## src/rtl/home_alarm_pkg.sv

```systemverilog
// Shared definitions for the home alarm controller.
//   - alarm_state_t : panel-visible state encoding (3 bits)
//   - popcount      : number of set bits in a 32-bit vector, used by the
//                     opening-count threshold compare
package home_alarm_pkg;

    localparam int STATE_W = 3;

    typedef enum logic [STATE_W-1:0] {
        ST_DISARMED    = 3'd0,
        ST_EXIT_DELAY  = 3'd1,
        ST_ARMED       = 3'd2,
        ST_ENTRY_DELAY = 3'd3,
        ST_ALARM       = 3'd4
    } alarm_state_t;

    // Count of set bits; 6 bits are enough for a 32-bit input.
    function automatic logic [5:0] popcount(input logic [31:0] vec);
        logic [5:0] sum;
        sum = 6'd0;
        for (int i = 0; i < 32; i++) begin
            sum = sum + {5'd0, vec[i]};
        end
        return sum;
    endfunction

endpackage

```

## src/rtl/alarm_tick_timer.sv

```systemverilog
// Tick-driven countdown used for the exit, entry and siren periods.
// Ports:
//   clk, rst  - clock, asynchronous active-high reset
//   load      - load load_val into the counter (wins over a same-cycle tick)
//   load_val  - value to load
//   tick      - 1 Hz strobe; decrements the count while it is above 1
//   clr       - force the count to 0 (highest priority)
//   count     - registered remaining tick count
//   expire    - tick arriving while count==1 (combinational from the register)
module alarm_tick_timer #(
    parameter int CNT_W = 8
) (
    input  logic             clk,
    input  logic             rst,
    input  logic             load,
    input  logic [CNT_W-1:0] load_val,
    input  logic             tick,
    input  logic             clr,
    output logic [CNT_W-1:0] count,
    output logic             expire
);

    logic [CNT_W-1:0] count_q;
    logic [CNT_W-1:0] count_d;

    // Next count: clear, load, or saturating decrement that stops at 1.
    // The owner clears or reloads on expiry, so the count never wraps.
    always_comb begin
        count_d = count_q;
        if (clr) begin
            count_d = '0;
        end else if (load) begin
            count_d = load_val;
        end else if (tick && (count_q > CNT_W'(1))) begin
            count_d = count_q - CNT_W'(1);
        end else begin
            count_d = count_q;
        end
    end

    // Count register.
    always_ff @(posedge clk or posedge rst) begin
        if (rst) begin
            count_q <= '0;
        end else begin
            count_q <= count_d;
        end
    end

    assign count  = count_q;
    assign expire = tick && (count_q == CNT_W'(1));

endmodule

```

## src/rtl/home_alarm_controller.sv

```systemverilog
// Home alarm sequencer: arm/disarm, exit delay, entry delay, timed siren.
// Ports:
//   clk, rst     - clock, asynchronous active-high reset
//   tick_1hz     - one-cycle 1 Hz strobe
//   opening      - window/door open bits (already synchronised)
//   arm_req      - one-cycle arm request
//   disarm_req   - one-cycle disarm request
//   armed        - high in every state except DISARMED
//   siren        - high only in ALARM
//   state        - current state encoding for the panel
//   countdown    - ticks remaining in a timed state, else 0
//   alarm_event  - one-cycle pulse on entry to ALARM
module home_alarm_controller
    import home_alarm_pkg::*;
#(
    parameter int N_OPEN     = 4,
    parameter int THRESH     = 3,
    parameter int EXIT_DLY   = 30,
    parameter int ENTRY_DLY  = 15,
    parameter int SIREN_TIME = 180,
    parameter int CNT_W      = 8
) (
    input  logic              clk,
    input  logic              rst,
    input  logic              tick_1hz,
    input  logic [N_OPEN-1:0] opening,
    input  logic              arm_req,
    input  logic              disarm_req,
    output logic              armed,
    output logic              siren,
    output logic [2:0]        state,
    output logic [CNT_W-1:0]  countdown,
    output logic              alarm_event
);

    alarm_state_t     state_q, state_d;
    logic             armed_q, armed_d;
    logic             siren_q, siren_d;
    logic             alarm_event_q, alarm_event_d;

    logic [31:0]      open_ext_s;
    logic             trigger_s;
    logic             tmr_load_s;
    logic [CNT_W-1:0] tmr_load_val_s;
    logic             tmr_clr_s;
    logic             tmr_expire_s;
    logic [CNT_W-1:0] tmr_count_s;

    assign open_ext_s = 32'(opening);
    assign trigger_s  = (popcount(open_ext_s) >= 6'(THRESH));

    alarm_tick_timer #(
        .CNT_W (CNT_W)
    ) u_timer (
        .clk      (clk),
        .rst      (rst),
        .load     (tmr_load_s),
        .load_val (tmr_load_val_s),
        .tick     (tick_1hz),
        .clr      (tmr_clr_s),
        .count    (tmr_count_s),
        .expire   (tmr_expire_s)
    );

    // Next-state and timer control. Disarm beats everything (including a
    // same-cycle arm request while disarmed), then expiry, then trigger,
    // then arm.
    always_comb begin
        state_d        = state_q;
        tmr_load_s     = 1'b0;
        tmr_load_val_s = '0;
        tmr_clr_s      = 1'b0;
        alarm_event_d  = 1'b0;
        if (disarm_req) begin
            state_d   = ST_DISARMED;
            tmr_clr_s = 1'b1;
        end else begin
            case (state_q)
                ST_DISARMED: begin
                    // Refuse to arm while too many openings are open.
                    if (arm_req && !trigger_s) begin
                        state_d        = ST_EXIT_DELAY;
                        tmr_load_s     = 1'b1;
                        tmr_load_val_s = CNT_W'(EXIT_DLY);
                    end else begin
                        state_d = ST_DISARMED;
                    end
                end
                ST_EXIT_DELAY: begin
                    if (tmr_expire_s) begin
                        state_d   = ST_ARMED;
                        tmr_clr_s = 1'b1;
                    end else begin
                        state_d = ST_EXIT_DELAY;
                    end
                end
                ST_ARMED: begin
                    if (trigger_s) begin
                        state_d        = ST_ENTRY_DELAY;
                        tmr_load_s     = 1'b1;
                        tmr_load_val_s = CNT_W'(ENTRY_DLY);
                    end else begin
                        state_d = ST_ARMED;
                    end
                end
                ST_ENTRY_DELAY: begin
                    // Openings closing again does not cancel the entry delay.
                    if (tmr_expire_s) begin
                        state_d        = ST_ALARM;
                        tmr_load_s     = 1'b1;
                        tmr_load_val_s = CNT_W'(SIREN_TIME);
                        alarm_event_d  = 1'b1;
                    end else begin
                        state_d = ST_ENTRY_DELAY;
                    end
                end
                ST_ALARM: begin
                    // Auto re-arm; a still-open house re-enters entry delay
                    // through the ARMED rule on the following cycle.
                    if (tmr_expire_s) begin
                        state_d   = ST_ARMED;
                        tmr_clr_s = 1'b1;
                    end else begin
                        state_d = ST_ALARM;
                    end
                end
                default: begin
                    // Corrupted encoding: fall back to the safe state.
                    state_d   = ST_DISARMED;
                    tmr_clr_s = 1'b1;
                end
            endcase
        end
        armed_d = (state_d != ST_DISARMED);
        siren_d = (state_d == ST_ALARM);
    end

    // State and output registers.
    always_ff @(posedge clk or posedge rst) begin
        if (rst) begin
            state_q       <= ST_DISARMED;
            armed_q       <= 1'b0;
            siren_q       <= 1'b0;
            alarm_event_q <= 1'b0;
        end else begin
            state_q       <= state_d;
            armed_q       <= armed_d;
            siren_q       <= siren_d;
            alarm_event_q <= alarm_event_d;
        end
    end

    assign state       = state_q;
    assign armed       = armed_q;
    assign siren       = siren_q;
    assign alarm_event = alarm_event_q;
    assign countdown   = tmr_count_s;

endmodule

```

## config.mk

```make
export PLATFORM = sky130hd
export DESIGN_NAME = home_alarm_controller
export DESIGN_NICKNAME = d
export VERILOG_FILES = /design/src/rtl/home_alarm_pkg.sv /design/src/rtl/alarm_tick_timer.sv /design/src/rtl/home_alarm_controller.sv
export SDC_FILE = /design/constraint.sdc
export NUM_CORES = 1
export LEC_CHECK = 0
export BUFFER_PORTS_ARGS = -buffer_cell sky130_fd_sc_hd__buf_2
export CAP_MARGIN = 20
export CORE_MARGIN = 2
export CORE_UTILIZATION = 45
export DETAILED_ROUTE_END_ITERATION = 16
export MAX_ROUTING_LAYER = met4
export PLACE_DENSITY = 0.72
export SLEW_MARGIN = 20
export SYNTH_ARGS = -nofsm -noshare
export SYNTH_HDL_FRONTEND = slang
export SYNTH_SLANG_ARGS = --single-unit
```

## constraint.sdc

```tcl
create_clock -name clk -period 1.75 [get_ports clk]
set_clock_uncertainty 0.2 [all_clocks]
set_input_delay 0.35 -clock clk [delete_from_list [all_inputs] [get_ports clk]]
set_output_delay 0.35 -clock clk [all_outputs]
set_load 0.005 [all_outputs]
```

# Word level (Yosys, flattened, before mapping)
# Cells that the tools add are included.
# totals
ff_bits,14
output_inout_bits,14
wordCells,50
# op_classes
add_sub_neg,4
magnitude_cmp,2
eq_ne,6
n_mux,24
reduce_logical,9
# ops
operator,count
2-to-1 mux 8 bit,5
one-hot mux 8 bit (3 select lines),1
one-hot mux 3 bit (5 select lines),1
2-to-1 mux 1 bit,9
2-to-1 mux 3 bit,3
equality test 8 x 1 -> 1 bit (second input constant),1
greater-than comparator 8 x 1 -> 1 bit (second input constant),1
subtractor 8 x 1 -> 8 bit (second input constant),1
equality test 3 x 2 -> 1 bit (second input constant),2
equality test 3 bit (second input constant),2
nonzero test 3 bit,2
2-to-1 mux 5 bit,1
adder 3 x 1 -> 4 bit,1
>= comparator 4 x 2 -> 1 bit (second input constant),1
2-to-1 mux 4 bit,1
adder 2 x 1 -> 3 bit,1
equality test 3 x 1 -> 1 bit (second input constant),1
logical AND 1 bit,3
logical NOT 3 bit,1
one-hot mux 1 bit (3 select lines),1
OR reduction 3 bit,1
adder 1 x 1 -> 2 bit,1
2-to-1 mux 2 bit,1
one-hot mux 1 bit (2 select lines),1
other kinds (2),2

# Depth between registers and ports, before layout
# logic_depth
depth_word,11
ltp_mapped,8
ltp_nobuf,8

# Cells and area by module
# A second synthesis with hierarchy kept.
# hier_totals
hier_cells,115
hier_area_um2,1008.5
# by_module_without_submodules
mod,n_inst,cells_each,area_per_inst_um2,seq_area_each_um2
alarm_tick_timer,1,64,556.8,200.2
home_alarm_controller,1,51,451.7,150.1

# Worst setup path before layout
# OpenSTA, ideal clock, no wires.
# synth_path
path_kind,input-to-reg
from,in opening[0]
to,reg u_timer.count_q[1] (netlist: u_timer.count[1])
setup_time_ps,117
arrival_ps,2162
required_time_ps,1433
slack_ps,-730
stages,8
cell_sequence,fa_1 > ha_1 > ha_1 > a21oi_1 > mux2_2 > nand2_1 > o211a_1 > nor3_1
# synth_between
elab_chain_len,11
# synth_rtl
element,line_no,rtl
start: declaration,home_alarm_controller.sv:26,"input logic [N_OPEN-1:0] opening,"
adder 1 x 1 -> 2 bit (*),home_alarm_pkg.sv:22,"sum = sum + {5'd0, vec[i]};"
adder 2 x 1 -> 3 bit (*),home_alarm_pkg.sv:22,
adder 3 x 1 -> 4 bit (*),home_alarm_pkg.sv:22,
>= comparator 4 x 2 -> 1 bit (*),home_alarm_controller.sv:50,assign trigger_s = (popcount(open_ext_s) >= 6'(THRESH));
logical NOT 1 bit,home_alarm_controller.sv:81,if (arm_req && !trigger_s) begin
logical AND 1 bit,home_alarm_controller.sv:81,
2-to-1 mux 5 bit or 2-to-1 mux 1 bit (tied branches),home_alarm_controller.sv:81,
one-hot mux 8 bit (3 select lines) or one-hot mux 1 bit (3 select lines) (tied branches),home_alarm_controller.sv:78,case (state_q)
2-to-1 mux 8 bit or 2-to-1 mux 1 bit (tied branches),home_alarm_controller.sv:74,if (disarm_req) begin
2-to-1 mux 8 bit,alarm_tick_timer.sv:32,end else if (load) begin
2-to-1 mux 8 bit,alarm_tick_timer.sv:30,if (clr) begin
end signal: assignment,alarm_tick_timer.sv:46,count_q <= count_d;
end: declaration,alarm_tick_timer.sv:23,logic [CNT_W-1:0] count_q;
# Every way passes the cells marked *; elsewhere a longest branch is shown, timed or not.
# A chain may end at the register's enable or synchronous reset.

# Final worst setup path
# layout_path
from,in opening[3]
to,reg u_timer.count_q[0] (netlist: u_timer.count[0])
# layout_between
elab_chain_len,9
# layout_rtl
element,line_no
adder 3 x 1 -> 4 bit (*),home_alarm_pkg.sv:22
>= comparator 4 x 2 -> 1 bit (*),home_alarm_controller.sv:50
logical NOT 1 bit,home_alarm_controller.sv:81
logical AND 1 bit,home_alarm_controller.sv:81
2-to-1 mux 1 bit,home_alarm_controller.sv:81
one-hot mux 1 bit (3 select lines),home_alarm_controller.sv:78
2-to-1 mux 1 bit,home_alarm_controller.sv:74
2-to-1 mux 8 bit,alarm_tick_timer.sv:32
2-to-1 mux 8 bit,alarm_tick_timer.sv:30
# Marked as above.

==> results.sh <==
export IMPL_outcome="complete, but fails checks"
export IMPL_violations="setup timing"
export IMPL_drv_slew=0
export IMPL_cts_root_buf="clkbuf_4"
export IMPL_min_delay_path_depth=2
export IMPL_via_count=927
export IMPL_power_total_mw=1.91
export IMPL_drtAntennaViolNets=0
export IMPL_cts_sinks=14
export IMPL_ys_types=39
export IMPL_irDropWorstVdd_mv=0.779
export IMPL_internal_power_mw=1.15
export IMPL_yosys_warnings=0
export IMPL_drt_initial_drc_count=9
export IMPL_nets=164
export IMPL_grt_max_degree=15
export IMPL_setup_tns_ns=-3.99
export IMPL_setup_viol=10
export IMPL_yosys_area_share_simple_pct=28.7
export IMPL_start_util_pct=47.2
export IMPL_worstPathArrival_ns=2.25
export IMPL_dieArea_sq_um=2410
export IMPL_min_to="armed$_DFF_PP0_"
export IMPL_coreArea_sq_um=1940
export IMPL_drt_pass1_iterations=4
export IMPL_io_buffers=22
export IMPL_maxCapViolCount=0
export IMPL_fin_area_sq_um=1430
export IMPL_die_h_um=49.1
export IMPL_placed_cell_area_sq_um=1320
export IMPL_p_per_area_nw_per_um2=1330
export IMPL_ios=23
export IMPL_yosysSeqAreaShare_pct=38.3
export IMPL_clockPowerShare_pct=12.5
export IMPL_synth_xor_area_share_pct=4.78
export IMPL_crit_required_ns=1.77
export IMPL_combPwrFrac_pct=62.3
export IMPL_preCtsSetupSlack_ns=-0.806
export IMPL_numCtsBuffers=3
export IMPL_ys_async_sr_fraction_pct=100
export IMPL_cts_tree="built"
export IMPL_synth_compound_area_share_pct=15.0
export IMPL_worst_pin_slew_ns=0.545
export IMPL_placed_cells=168
export IMPL_clkLatencyLatePin_ns=0.29
export IMPL_r2r_start="u_timer.count[0]$_DFFE_PP0P_"
export IMPL_ys_flop_type="dfrtp_1"
export IMPL_min_path_type="in2reg"
export IMPL_gp_congestion=0.870
export IMPL_timing_fmax_mhz=449
export IMPL_antennaDiodeCount=0
export IMPL_synthMuxAreaShare_pct=2.32
export IMPL_syn_area_sq_um=916
export IMPL_antenna_found_initial=0
export IMPL_hold_viol=0
export IMPL_endpoint_kind="register"
export IMPL_hpwl_mm=1.94
export IMPL_grtUsageTotal_pct=23.6
export IMPL_crit_type="in2reg"
export IMPL_worst_r2r_endpoint="u_timer.count[0]$_DFFE_PP0P_"
export IMPL_area_growth_pct=56.4
export IMPL_hp_start="disarm_req"
export IMPL_slew_headroom_pct=63.6
export IMPL_seq_power_share_pct=25.2
export IMPL_fin_util_pct=73.8
export IMPL_finalCritPeriodShare_pct=127
export IMPL_rrSetupSlack_ns=-0.20
export IMPL_critPathLaunchType="input port"
export IMPL_synth_edf_count=0
export IMPL_synth_top_family_by_area="simple AND/OR/NAND/NOR gates"
export IMPL_switchingPower_uw=764
export IMPL_wl_per_cell_um=14.1
export IMPL_h_tree_depth=1
export IMPL_leakagePower_nw=0.725
export IMPL_route_detailed_drc=0
export IMPL_ys_ff_latch=14
export IMPL_rows=16
export IMPL_cts_buffer_depth=2
export IMPL_overflow=0
export IMPL_synth_fa_ha_area_share_pct=7.65
export IMPL_routed_wl_mm=2.49
export IMPL_startpoint="opening[3]"
export IMPL_die_w_um=49.1
export IMPL_min_period_ns=2.23
export IMPL_swShare_pct=40.0
export IMPL_cp_max_fo=4
export IMPL_rsz0062_at_grt="yes"
export IMPL_avgSynthCellArea_sq_um=10.1
export IMPL_finalNonFillerCells=176
export IMPL_reg2reg_depth=6
export IMPL_viasPerCell=5.27
export IMPL_grt_first_pass_wirelength_mm=4.09
export IMPL_synthCells=91
export IMPL_layout_drive_gt1_share_pct=57.7
export IMPL_hold_slack_ns=0.0996
export IMPL_grt_pass1_vias=948
export IMPL_synth_fp_nets=105
export IMPL_path_clk_slew_ns=0.09
export IMPL_setup_slack_ns=-0.477
-- synthesized netlist by cell type (2+ instances only) --
cell type / count / area share [%]
xor2_1: 4 / 3.8
a21oi_1: 8 / 4.4
nand2_1: 6 / 2.5
inv_1: 4 / 1.6
dfrtp_1: 14 / 38
nor2b_1: 2 / 1.4
or2_2: 2 / 1.4
nand3_1: 4 / 2.2
a21oi_2: 2 / 1.9
nor3_1: 3 / 1.6
nand4b_1: 2 / 1.9
nor2_1: 7 / 2.9
nor4b_1: 2 / 1.9
ha_1: 4 / 5.5
nor3_2: 2 / 2.2
a211oi_1: 2 / 1.6
-- routing by layer --
metal  track usage, %  up-vias  share of wire, %
li1                 -      449                 -
met1             23.2      450                37
met2             43.7       22                57
met3             3.68        6               2.5
met4             13.3        0               2.7
met5                -        -                 0
-- cell families (layout without fill, tap and decap cells) --
group / count (synthesis) / count (layout)
muxes: 2 / 2
xor gates and xnor gates: 5 / 5
adders and majority gates: 5 / 5
and+or+nand+nor: 40 / 40
DFF: 14 / 14
AOI/OAI and AO/OA: 19 / 19
buffers and inverters: 6 / 64
-- cell usage in the layout (no fill, tap or decap), types with 2 or more instances in the layout --
cell type	instances
nor3_2	3
or2_2	2
nor2_1	7
inv_1	4
a21oi_2	4
nand2_2	2
xor2_1	4
ha_1	2
nand4b_1	2
buf_4	30
nand3_1	4
buf_6	3
dfrtp_1	14
nand2_1	4
a211oi_2	2
nor2b_1	2
a21oi_4	2
clkbuf_4	3
buf_2	21
a21oi_1	4
nor3_1	2
-- state kept, by name (all words and copies together), names as in the netlist --
signal / cells
u_timer.count: 8
armed: 1
alarm_event: 1
state: 3
siren: 1
-- worst max path at each step --
stage | endpoint | slack [ns]
floorplan | u_timer.count[0]$_DFFE_PP0P_ | -0.62
global placement | u_timer.count[0]$_DFFE_PP0P_ | -0.73
detailed placement | u_timer.count[0]$_DFFE_PP0P_ | -0.81
CTS | u_timer.count[0]$_DFFE_PP0P_ | -0.49
global route | u_timer.count[0]$_DFFE_PP0P_ | -0.55
finish | u_timer.count[0]$_DFFE_PP0P_ | -0.48
-- power by group through the flow --
stage	registers, mW	clock network, mW	logic (mW)
floorplan	0.516	0	0.580
global placement	0.478	0	1.07
detailed placement	0.489	0	1.10
CTS	0.481	0.244	1.14
global route	0.491	0.258	1.30
finish	0.481	0.238	1.19
-- area by class of cell --
class	count	area, sq um
multi-input combinational	71	619
fill	157	509
timing repair buffer	55	374
sequential	14	350
clock buffer	4	36.3
tap	27	33.8
inverter	5	18.8
-- critical path: stages --
cell,delay [ns]
buf_6,0.09
fa_1,0.54
ha_2,0.20
ha_4,0.21
a21oi_4,0.13
mux2_4,0.36
a21oi_4,0.18
a21oi_2,0.07
nor2_1,0.12
-- timing repair --
item	in CTS	in global routing
endpoints found under the setup margin	11	13
setup buffers	2	1
hold buffers	1	0
resized for setup	6	6
pin swaps	13	6
endpoints found under the hold margin	14	0
(Power assumes the default switching activity.)
